$ cat config.mk
export PLATFORM = sky130hd
export DESIGN_NAME = parking_datapath
export DESIGN_NICKNAME = d
export VERILOG_FILES = /design/src/rtl/parking_pkg.sv /design/src/rtl/tick_prescaler.sv /design/src/rtl/parking_datapath.sv
export SDC_FILE = /design/constraint.sdc
export NUM_CORES = 1
export LEC_CHECK = 0
export CAP_MARGIN = 20
export CORE_ASPECT_RATIO = 1.25
export CORE_MARGIN = 10
export CORE_UTILIZATION = 47
export CTS_CLUSTER_DIAMETER = 60
export DETAILED_ROUTE_END_ITERATION = 16
export HOLD_SLACK_MARGIN = 0.1
export PLACE_DENSITY = 0.7
export SLEW_MARGIN = 20
export SYNTH_ARGS = -nofsm -noshare
export SYNTH_HDL_FRONTEND = slang
export SYNTH_HIERARCHICAL = 1
export SYNTH_SLANG_ARGS = --single-unit
$ cat constraint.sdc
create_clock -name clk -period 2.65 [get_ports clk]
set_input_delay 0.795 -clock clk [delete_from_list [all_inputs] [get_ports clk]]
set_output_delay 0.795 -clock clk [all_outputs]
set_load 0.02 [all_outputs]
$ cat src/rtl/parking_pkg.sv
// Shared types and widths for the parking-lot datapath.
package parking_pkg;

  localparam int unsigned ELAPSED_W = 8;
  localparam int unsigned FEE_W     = 12;
  localparam int unsigned SLOT_W    = 2;

  typedef enum logic [1:0] {
    GATE_CLOSED  = 2'd0,
    GATE_OPEN    = 2'd1,
    GATE_PASSING = 2'd2
  } gate_state_t;

endpackage

$ cat src/rtl/tick_prescaler.sv
// Divide-by-DIV prescaler: counts 0..DIV-1 while en, one-cycle tick on wrap.
module tick_prescaler #(
  parameter int unsigned DIV = 1000
) (
  input  logic clk,
  input  logic rst_n,
  input  logic clr,
  input  logic en,
  output logic tick
);

  localparam int unsigned CW = (DIV > 1) ? $clog2(DIV) : 1;
  localparam logic [CW-1:0] LAST = CW'(DIV - 1);

  logic [CW-1:0] cnt_q, cnt_d;

  always_comb begin
    tick  = en & ~clr & (cnt_q == LAST);
    cnt_d = cnt_q;
    if (clr)
      cnt_d = '0;
    else if (en)
      cnt_d = tick ? '0 : cnt_q + 1'b1;
  end

  always_ff @(posedge clk or negedge rst_n) begin
    if (!rst_n) cnt_q <= '0;
    else        cnt_q <= cnt_d;
  end

endmodule

$ cat src/rtl/parking_datapath.sv
// Parking-lot datapath: session timer, fee latch, gate FSM with timeout, free-slot counter.
module parking_datapath
  import parking_pkg::*;
#(
  parameter int unsigned TICK_DIV     = 1000,
  parameter int unsigned RATE         = 2,
  parameter int unsigned MAX_SLOTS    = 3,
  parameter int unsigned GATE_TIMEOUT = 200
) (
  input  logic                 clk,
  input  logic                 reset_n,
  input  logic                 init,
  input  logic                 count,
  input  logic                 cal,
  input  logic                 up,
  input  logic                 down,
  input  logic                 en,
  input  logic                 dis,
  input  logic                 exit_req,
  output logic [SLOT_W-1:0]    num_veh,
  output logic                 done,
  output logic [ELAPSED_W-1:0] elapsed,
  output logic [FEE_W-1:0]     fee,
  output logic                 fee_valid,
  output logic                 reject,
  output logic                 gate_open,
  output logic                 avail_led,
  output logic                 full_led
);

  localparam int unsigned TO_W = $clog2(GATE_TIMEOUT + 1);
  localparam logic [TO_W-1:0]      TO_LAST   = TO_W'(GATE_TIMEOUT - 1);
  localparam logic [SLOT_W-1:0]    SLOTS_MAX = SLOT_W'(MAX_SLOTS);
  localparam logic [ELAPSED_W-1:0] EL_MAX    = '1;

  gate_state_t          state_q, state_d;
  logic [ELAPSED_W-1:0] elapsed_q, elapsed_d;
  logic [FEE_W-1:0]     fee_q, fee_d;
  logic [SLOT_W-1:0]    slots_q, slots_d;
  logic [TO_W-1:0]      to_cnt_q, to_cnt_d;
  logic                 fee_valid_q, reject_q, done_q, avail_q, full_q;
  logic                 timer_tick, gate_tick;
  logic                 accept, pass_down, timeout_hit, gate_is_open;

  tick_prescaler #(.DIV(TICK_DIV)) u_timer_pre (
    .clk   (clk),
    .rst_n (reset_n),
    .clr   (init),
    .en    (count),
    .tick  (timer_tick)
  );

  tick_prescaler #(.DIV(TICK_DIV)) u_gate_pre (
    .clk   (clk),
    .rst_n (reset_n),
    .clr   (~gate_is_open),
    .en    (gate_is_open),
    .tick  (gate_tick)
  );

  assign gate_is_open = (state_q == GATE_OPEN);
  assign accept       = cal & up & (state_q == GATE_CLOSED);
  assign pass_down    = down & (state_q == GATE_OPEN);
  assign timeout_hit  = gate_tick & (to_cnt_q == TO_LAST);

  // Gate FSM: state register
  always_ff @(posedge clk or negedge reset_n) begin
    if (!reset_n) state_q <= GATE_CLOSED;
    else          state_q <= state_d;
  end

  // Gate FSM: next state
  always_comb begin
    state_d = state_q;
    unique case (state_q)
      GATE_CLOSED:  if (accept) state_d = GATE_OPEN;
      GATE_OPEN: begin
        if (pass_down)        state_d = GATE_PASSING;
        else if (timeout_hit) state_d = GATE_CLOSED;
      end
      GATE_PASSING: state_d = GATE_CLOSED;
      default:      state_d = GATE_CLOSED;
    endcase
  end

  // Gate FSM: outputs
  always_comb begin
    gate_open = (state_q != GATE_CLOSED);
  end

  always_comb begin
    elapsed_d = elapsed_q;
    if (init)
      elapsed_d = '0;
    else if (timer_tick && elapsed_q != EL_MAX)
      elapsed_d = elapsed_q + 1'b1;

    fee_d = fee_q;
    if (accept)
      fee_d = FEE_W'(elapsed_q) * FEE_W'(RATE);

    to_cnt_d = '0;
    if (gate_is_open)
      to_cnt_d = gate_tick ? to_cnt_q + 1'b1 : to_cnt_q;

    // A pass and an exit in the same cycle cancel out.
    slots_d = slots_q;
    if (pass_down && !exit_req) begin
      if (slots_q != '0) slots_d = slots_q - 1'b1;
    end else if (exit_req && !pass_down) begin
      if (slots_q != SLOTS_MAX) slots_d = slots_q + 1'b1;
    end
  end

  always_ff @(posedge clk or negedge reset_n) begin
    if (!reset_n) begin
      elapsed_q   <= '0;
      fee_q       <= '0;
      slots_q     <= SLOTS_MAX;
      to_cnt_q    <= '0;
      fee_valid_q <= 1'b0;
      reject_q    <= 1'b0;
      done_q      <= 1'b0;
      avail_q     <= 1'b0;
      full_q      <= 1'b0;
    end else begin
      elapsed_q   <= elapsed_d;
      fee_q       <= fee_d;
      slots_q     <= slots_d;
      to_cnt_q    <= to_cnt_d;
      fee_valid_q <= accept;
      reject_q    <= cal & ~accept;
      done_q      <= (state_q != GATE_CLOSED) && (state_d == GATE_CLOSED);
      avail_q     <= en & ~dis;
      full_q      <= dis;
    end
  end

  assign num_veh   = slots_q;
  assign done      = done_q;
  assign elapsed   = elapsed_q;
  assign fee       = fee_q;
  assign fee_valid = fee_valid_q;
  assign reject    = reject_q;
  assign avail_led = avail_q;
  assign full_led  = full_q;

endmodule
==> impl_metrics.py, run 1 <==
metrics = {
    "global_route": {
        "antenna_found_initial": 0,
        "grt_overflow": 0,
        "grt_pass1_wl_um": 9321,
        "grt_max_degree": 54,
        "grt_pass1_vias": 2032,
        "grt_use_total_pct": 12.13,
    },
    "clock_tree": {
        "tritoncts": "done",
        "cts_resized": 0,
        "post_cts_buffers": 0,
        "cts_buffers": 5,
        "insertion_delay_ns": 0.31,
        "ctsLongestPathBuffers": 2,
        "cts-root-buf": "clkbuf_8",
        "htreeDepth": 2,
        "holdBufCountCts": 0,
        "cts_sinks": 53,
        "path_clk_slew_ns": 0.10,
    },
    "cells_and_area": {
        "antennaDiodeCount": 0,
        "syn2layout_area_growth_pct": 20.36,
        "fin_nets": 309,
        "final_layout_size_suffix_gt1_share_pct": 12.88,
        "stdcell_count": 359,
        "layout_common_cells": "dfrtp_1, clkdlybuf4s50_1, nor2_1",
        "final_common_cell": "dfrtp_1",
    },
    "synth": {
        "synth.area.top_cells": "dfrtp_1, mux2_2, nor2_1",
        "synth_ff_type": "dfrtp_1",
        "ys_types": 47,
        "synthCells": 257,
        "yosys.area.top_type": "dfrtp_1",
        "synth_top_area_share_pct": 47.84,
        "yosysSeqAreaShare_pct": 49.81,
        "async_flop_share_pct": 100.0,
        "synth_edf_count": 0,
        "ys_warn_count": 6,
        "syn_area_per_cell_um2": 10.38,
        "ys_seq_elements": 53,
        "syn-cell-area_um2": 2668,
    },
    "critical_path": {
        "crit_slowest_cell": "dfrtp_1",
        "path_buf_inv": 0,
        "reg2regPathDepth": 7,
        "worstPathMaxFanout": 6,
        "crit_required_ns": 2.86,
        "start_kind": "flip-flop",
        "timing.rr.end": "elapsed[5]$_DFFE_PN0P_",
        "crit_arrival_ns": 2.55,
        "crit_family": "simple AND/OR/NAND/NOR gates",
        "crit_path_end_kind": "flip-flop",
        "reg2reg_slack_ns": 0.31,
        "crit_path_max_incr_delay_ns": 0.39,
        "path_cells": "ha_1 -> nor4bb_2 -> nand3_1 -> nor2_1 -> and4_1 -> a31oi_1 -> a211oi_1",
        "r2r_start": "u_timer_pre/cnt_q[0]$_DFFE_PN0P_",
        "worstSetupPathType": "reg2reg",
    },
    "drt": {
        "vias_per_cell": 5.691,
        "wl_um": 5360,
        "num_vias": 2043,
        "ant_nets": 0,
        "drc": 0,
        "dr.first_iter.drc_count": 88,
        "drtPass1Iterations": 4,
        "post_drt_wl_per_cell_um": 14.93,
    },
    "sta": {
        "post-route-period-util_pct": 88.15,
        "max_freq_mhz": 428.1,
        "setup_tns_ns": 0,
        "finalHoldViolCount": 0,
        "setup_viol": 0,
        "rsz0062_at_grt": "no",
        "period_needed_ns": 2.336,
        "drv_slew": 0,
        "skew_ns": 0.01435,
    },
    "power": {
        "p_leak_nw": 1.343,
        "peakVddDrop_mv": 0.2974,
        "power.density_nw_per_um2": 509.4,
        "finalPower_w": 0.001635,
    },
    "die": {
        "dieHeight_um": 104.2,
        "initial_utilization_pct": 48.68,
        "die_x_um": 87.39,
        "ios": 38,
        "die-area_um2": 9108,
        "core_um2": 5480,
        "row_count": 30,
    },
    "job": {
        "cap_violations": 0,
    },
    "place": {
        "placed_cells": 351,
        "place.gp.congestion": 0.8096,
        "place_hpwl_um": 3833,
        "io_buffers": 33,
    },
    "hold_path": {
        "hold_class": "in2async",
    },
    "outcome": {
        "outcome": "finished clean",
    },
}
-- through the flow --
| stage | utilization, % | setup slack [ns] | instance area, um2 | hold WS [ns] |
|---|---|---|---|---|
| 2_1_floorplan | - | 0.5199 | 2679 | 0.4656 |
| 5_1_grt | 58.58 | 0.06860 | 3211 | 0.4826 |
| 6_report | 58.58 | 0.3141 | 3211 | 0.4659 |
| 4_1_cts | 58.58 | 0.3103 | 3211 | 0.4699 |
| 3_3_place_gp | 56.14 | 0.2482 | 3077 | 0.4861 |
| 3_5_place_dp | 56.14 | 0.2366 | 3077 | 0.4842 |
-- flip-flops by register name (all words and copies together) (netlist names) --
register,cells
num_veh,2
fee,8
done,1
elapsed,8
reject,1
fee_valid,1
to_cnt_q,8
state_q,2
full_led,1
avail_led,1
u_gate_pre/cnt_q,10
u_timer_pre/cnt_q,10
-- logic make-up after synthesis --
kind of cell / after synthesis / share of synthesized area [%]
compound gates: 52 / 13.18
xor+xnor: 10 / 3.284
fa+ha+maj: 5 / 2.345
buf+inv: 22 / 3.987
flops: 53 / 49.81
mux: 12 / 5.066
other cells: 1 / 0.1406
simple gates: 102 / 22.19
-- worst reg2reg max path: stages (launching register included) --
cell and delay (ns):
dfrtp_1 0.39, ha_1 0.22, nor4bb_2 0.35, nand3_1 0.26, nor2_1 0.35, and4_1 0.35, a31oi_1 0.11, a211oi_1 0.22
-- synthesized netlist by cell type (6+ instances only) --
library cell / instances
a21oi_1: 12
a31oi_1: 8
clkbuf_1: 7
dfrtp_1: 51
inv_1: 9
mux2_2: 8
nand2_1: 16
nand2b_1: 7
nand3_1: 10
nand4_1: 10
nor2_1: 22
nor3_1: 6
o21ai_1: 6
or3_1: 6
xor2_1: 7
-- layer usage --
layer | routed length, um | global-route usage [%] | part of all wire [%] | vias up
met5 | 0 | 0 | 0 | -
met4 | 53 | 3.653 | 0.99 | 0
met3 | 315 | 4.154 | 5.9 | 6
met2 | 2661 | 19.71 | 50 | 40
met1 | 2329 | 14.50 | 43 | 997
li1 | - | - | - | 1000
-- final cells by class --
cell class / instances / area (um2)
clock buffer: 5 / 68.82
clock inverter: 3 / 65.06
fill: 494 / 2270
inverter: 9 / 33.78
multi-input combinational: 185 / 1244
sequential: 53 / 1329
tap: 64 / 80.08
timing repair buffer: 40 / 390.4
-- how the worst max path moves through the flow --
stage | startpoint | end | slack, ns | cells after the start
after global routing | u_timer_pre/cnt_q[0]$_DFFE_PN0P_ | elapsed[5]$_DFFE_PN0P_ | 0.07 | 7
final | u_timer_pre/cnt_q[0]$_DFFE_PN0P_ | elapsed[5]$_DFFE_PN0P_ | 0.31 | 7
after detailed placement | init | elapsed[0]$_DFFE_PN0P_ | 0.24 | 6
after CTS | u_gate_pre/cnt_q[0]$_DFFE_PN0P_ | to_cnt_q[7]$_DFFE_PN0P_ | 0.31 | 7
after floorplan | state_q[1]$_DFF_PN0_ | to_cnt_q[7]$_DFFE_PN0P_ | 0.52 | 10
after global placement | init | elapsed[0]$_DFFE_PN0P_ | 0.25 | 6
-- power by group --
| group | switching [W] | internal [W] | total, W |
|---|---|---|---|
| Sequential | 0.00000860 | 0.000823 | 0.000832 |
| Clock | 0.000266 | 0.000375 | 0.000641 |
| Combinational | 0.0000950 | 0.0000671 | 0.000162 |
Note: power is estimated with default switching activity, not from simulation.
==> run 2: changes to the inputs <==
CTS_CLUSTER_SIZE = 28   (was not set)
DONT_BUFFER_PORTS = 1   (was not set)
PLACE_DENSITY = not set   (was 0.7)
==> run 2 against run 1 <==
Net effect:
- clock-buffer cell count increased by 3
- final cell count fell by 10%
- register-to-register slack about the same
- sequential share of layout area up 6.2 points
- largest cell class unchanged
- first-iteration DRC count rose by 6.8%
- die area unchanged
- sequential cell count did not move
- sequential power is 1% higher
- via count fell by 7.6%
- non-clock buffer count fell by 37
- hold slack lost 0.29 ns
- wire length fell by 2.2%
==> impl_metrics.py, run 2 (synthesis gave the netlist of run 1 again) <==
metrics = {
    "clock_tree": {
        "tritoncts": "done",
        "post_cts_buffers": 0,
        "cts-root-buf": "clkbuf_8",
        "cts_sinks": 53,
        "insertion_delay_ns": 0.30,
        "cts_buffers": 5,
        "holdBufCountCts": 0,
        "cts_resized": 0,
        "path_clk_slew_ns": 0.10,
        "ctsLongestPathBuffers": 2,
        "htreeDepth": 2,
    },
    "place": {
        "placed_cells": 314,
        "place.gp.congestion": 0.7910,
        "io_buffers": 0,
        "place_hpwl_um": 3761,
    },
    "critical_path": {
        "crit_arrival_ns": 2.56,
        "crit_family": "simple AND/OR/NAND/NOR gates",
        "worstSetupPathType": "reg2reg",
        "crit_required_ns": 2.89,
        "crit_path_end_kind": "flip-flop",
        "path_cells": "ha_1 -> nor4bb_2 -> nand3_1 -> nor2_2 -> nand4_1 -> or3_1 -> a21oi_1",
        "worstPathMaxFanout": 6,
        "start_kind": "flip-flop",
        "path_buf_inv": 0,
        "crit_path_max_incr_delay_ns": 0.40,
        "crit_slowest_cell": "dfrtp_1",
    },
    "sta": {
        "finalHoldViolCount": 0,
        "rsz0062_at_grt": "no",
        "setup_viol": 0,
        "max_freq_mhz": 429.9,
        "whs_ns": 0.1729,
        "setup_tns_ns": 0,
        "tightest_slew_ns": 0.5516,
        "skew_ns": 0.01055,
        "period_needed_ns": 2.326,
        "post-route-period-util_pct": 87.79,
        "slew_headroom_pct": 63.12,
        "drv_slew": 0,
    },
    "drt": {
        "num_vias": 1888,
        "ant_nets": 0,
        "dr.first_iter.drc_count": 94,
        "drc": 0,
        "vias_per_cell": 5.863,
        "wl_um": 5241,
        "post_drt_wl_per_cell_um": 16.28,
        "drtPass1Iterations": 5,
    },
    "die": {
        "initial_utilization_pct": 48.68,
        "ios": 38,
        "dieHeight_um": 104.2,
        "die_x_um": 87.39,
        "die-area_um2": 9108,
        "core_um2": 5480,
        "row_count": 30,
    },
    "cells_and_area": {
        "fin_nets": 272,
        "regArea_um2": 1329,
        "syn2layout_area_growth_pct": 4.644,
        "antennaDiodeCount": 0,
        "fillCellCount": 506,
        "layout_common_cells": "dfrtp_1, nor2_1, nand2_1",
        "reg_top3": "u_gate_pre/cnt_q x10, u_timer_pre/cnt_q x10",
        "final_layout_size_suffix_gt1_share_pct": 12.02,
        "stdcell_count": 322,
        "final_common_cell": "dfrtp_1",
        "multi_input_area_um2": 1246,
    },
    "hold_path": {
        "hold_class": "in2async",
    },
    "global_route": {
        "grt_max_degree": 54,
        "grt_pass1_wl_um": 8832,
        "grt_pass1_vias": 1780,
        "grt_overflow": 0,
        "grt_use_total_pct": 11.58,
        "antenna_found_initial": 0,
    },
    "power": {
        "power.density_nw_per_um2": 493.7,
        "p_leak_nw": 1.170,
        "peakVddDrop_mv": 0.2308,
    },
    "outcome": {
        "outcome": "finished clean",
    },
    "job": {
        "cap_violations": 0,
    },
}
run 2: cell types whose count changed in the layout (fill, tap and decap cells not counted), sizes merged:
cell	change
clkdlybuf4s50	-32
buf	-5
clkbuf	+3
bufinv	-2
clkinv	-1
run 2: worst paths after layout:
| check | from | to | slack [ns] | cells after the start |
|---|---|---|---|---|
| worst max-delay path | u_gate_pre/cnt_q[0]$_DFFE_PN0P_ | to_cnt_q[5]$_DFFE_PN0P_ | 0.32 | 7 |
| worst min-delay path | reset_n | state_q[1]$_DFF_PN0_ | 0.17 | 0 |
| worst max register to register | u_gate_pre/cnt_q[0]$_DFFE_PN0P_ | to_cnt_q[5]$_DFFE_PN0P_ | 0.32 | 7 |
| worst min register to register | state_q[1]$_DFF_PN0_ | done$_DFF_PN0_ | 0.52 | 1 |
| max in group asynchronous | reset_n | num_veh[0]$_DFFE_PN1P_ | 2.29 | 0 |
| min in group clk | state_q[1]$_DFF_PN0_ | done$_DFF_PN0_ | 0.52 | 1 |
run 2: where the power goes:
part           total [W]  switching, W  internal (W)
combinational  0.0000939     0.0000598     0.0000340
clock           0.000441      0.000253      0.000189
sequential      0.000843     0.0000192      0.000824
total            0.00138      0.000332       0.00105
run 2: final cells by class:
cell class              instances  share of cell area [%]
well taps                      64                   2.869
inverters                       9                   1.210
flip-flops and latches         53                   47.60
clock buffers                   8                   2.869
multi-input cells             185                   44.64
repair buffers                  3                  0.8068
run 2: metrics by stage:
| stage | area (um2) | worst slack, ns | util (%) | power [W] |
|---|---|---|---|---|
| floorplan | 2679 | 0.5199 | - | 0.0009387 |
| CTS | 2789 | 0.2124 | 50.89 | 0.001397 |
| detailed placement | 2709 | 0.2037 | 49.43 | 0.0009544 |
| global route | 2791 | 0.1002 | 50.94 | 0.001443 |
| global placement | 2709 | 0.3550 | 49.43 | 0.0009540 |
| finish | 2791 | 0.3236 | 50.94 | 0.001378 |
run 2: per-layer routing:
metal	vias up	part of all wire [%]	global-route usage (%)
li1	924	-	-
met1	929	44	14.40
met2	29	50	18.36
met3	6	5.8	3.997
met4	0	0.84	3.082
met5	-	0	0
==> run 3: changes to the inputs <==
CTS_BUF_LIST = sky130_fd_sc_hd__clkbuf_8   (was not set)
==> run 3 against run 2 <==
Net effect:
- fmax fell by 0.54%
- combinational power is essentially flat
- sequential share of layout area did not move
- power decreased by 0.96%
- core utilization did not move
- critical path type unchanged
- largest cell class unchanged
- largest power group unchanged
==> impl_metrics.py, run 3 (synthesis gave the netlist of run 1 again) <==
metrics = {
    "drt": {
        "ant_nets": 0,
        "drtPass1Iterations": 4,
        "post_drt_wl_per_cell_um": 16.34,
        "vias_per_cell": 5.885,
        "dr.first_iter.drc_count": 92,
        "dr_wl_met2_um": 2595,
        "num_vias": 1895,
        "drc": 0,
        "wl_met3_um": 304,
        "top_layer_used": "met4",
        "met1Wirelength_um": 2318,
        "wl_um": 5262,
    },
    "critical_path": {
        "start_kind": "flip-flop",
        "worstSetupPathType": "reg2reg",
        "crit_path_end_kind": "flip-flop",
        "path_cells": "ha_1 -> nor4bb_2 -> nand3_1 -> nor2_2 -> nand4_1 -> or3_1 -> a21oi_1",
        "crit_slowest_cell": "dfrtp_1",
        "crit_arrival_ns": 2.57,
        "crit_family": "simple AND/OR/NAND/NOR gates",
        "crit_required_ns": 2.88,
        "worstPathMaxFanout": 6,
        "crit_path_max_incr_delay_ns": 0.40,
        "path_buf_inv": 0,
    },
    "cells_and_area": {
        "design_area_um2": 2791,
        "fin_nets": 272,
        "final_layout_size_suffix_gt1_share_pct": 12.02,
        "stdcell_count": 322,
        "layout_common_cells": "dfrtp_1, nor2_1, nand2_1",
        "reg_top3": "u_gate_pre/cnt_q x10, u_timer_pre/cnt_q x10",
        "syn2layout_area_growth_pct": 4.644,
        "final_common_cell": "dfrtp_1",
        "antennaDiodeCount": 0,
    },
    "clock_tree": {
        "insertion_delay_ns": 0.30,
        "htreeDepth": 2,
        "ctsLongestPathBuffers": 2,
        "cts_buffers": 5,
        "path_clk_slew_ns": 0.09,
        "tritoncts": "done",
        "holdBufCountCts": 0,
        "cts-root-buf": "clkbuf_8",
        "cts_sinks": 53,
    },
    "global_route": {
        "grt_use_total_pct": 11.58,
        "grt_overflow": 0,
        "grt_max_degree": 54,
        "grt_pass1_vias": 1780,
        "antenna_found_initial": 0,
        "grt_pass1_wl_um": 8832,
    },
    "power": {
        "power.density_nw_per_um2": 489.0,
        "finalPower_w": 0.001365,
        "p_leak_nw": 1.183,
        "peakVddDrop_mv": 0.2309,
    },
    "die": {
        "die-area_um2": 9108,
        "core_um2": 5480,
        "initial_utilization_pct": 48.68,
        "row_count": 30,
        "ios": 38,
        "dieHeight_um": 104.2,
        "die_x_um": 87.39,
    },
    "hold_path": {
        "hold_class": "in2async",
    },
    "place": {
        "io_buffers": 0,
        "place.gp.congestion": 0.7910,
        "placed_cells": 314,
        "place_area_um2": 2709,
        "place_hpwl_um": 3761,
    },
    "sta": {
        "skew_ns": 0.009230,
        "period_needed_ns": 2.339,
        "post-route-period-util_pct": 88.27,
        "drv_slew": 0,
        "whs_ns": 0.1751,
        "setup_tns_ns": 0,
        "rsz0062_at_grt": "no",
        "finalHoldViolCount": 0,
        "max_freq_mhz": 427.5,
        "tightest_slew_ns": 0.5580,
        "setup_viol": 0,
        "slew_headroom_pct": 62.70,
    },
    "outcome": {
        "outcome": "finished clean",
    },
    "job": {
        "cap_violations": 0,
    },
}
[run 3: worst reg2reg max path, cell delays in order (launching register included)]
cell and delay (ns):
dfrtp_1 0.40, ha_1 0.22, nor4bb_2 0.33, nand3_1 0.23, nor2_2 0.31, nand4_1 0.24, or3_1 0.40, a21oi_1 0.14
[run 3: per-stage QoR]
step / setup WS (ns) / utilization (%)
2_1_floorplan: 0.5199 / -
3_3_place_gp: 0.3550 / 49.43
3_5_place_dp: 0.2037 / 49.43
4_1_cts: 0.2128 / 50.89
5_1_grt: 0.1006 / 50.94
6_report: 0.3109 / 50.94
[run 3: path summary, 6_finish.rpt]
kind,from,end,slack (ns),cells past startpoint
worst max-delay path,u_gate_pre/cnt_q[0]$_DFFE_PN0P_,to_cnt_q[5]$_DFFE_PN0P_,0.31,7
worst min-delay path,reset_n,state_q[1]$_DFF_PN0_,0.18,0
max in group asynchronous,reset_n,num_veh[0]$_DFFE_PN1P_,2.29,0
worst min register to register,state_q[1]$_DFF_PN0_,done$_DFF_PN0_,0.52,1
min in group clk,state_q[1]$_DFF_PN0_,done$_DFF_PN0_,0.52,1
worst max register to register,u_gate_pre/cnt_q[0]$_DFFE_PN0P_,to_cnt_q[5]$_DFFE_PN0P_,0.31,7
[run 3: area by class of cell]
| class | instances | area (um2) |
|---|---|---|
| tap | 64 | 80.08 |
| clock buffer | 5 | 68.82 |
| multi-input combinational | 185 | 1246 |
| timing repair buffer | 3 | 22.52 |
| clock inverter | 3 | 11.26 |
| fill | 506 | 2689 |
| sequential | 53 | 1329 |
| inverter | 9 | 33.78 |
[run 3: power breakdown]
group          leakage [nW]  switching [W]  internal (W)
logic                 0.406      0.0000598     0.0000341
registers             0.725      0.0000191      0.000824
clock network        0.0519       0.000251      0.000177
total                  1.18       0.000330       0.00103
[run 3: routing by layer]
layer  up-vias  global-route usage [%]
met5         -                       0
li1        925                       -
met1       934                   14.40
met3         6                   3.997
met4         0                   3.082
met2        30                   18.36
[run 3: timing repair]
item | CTS | global route
gates resized for setup | 0 | 1
endpoints found under the setup margin | 0 | 1
setup buffers | 0 | 0
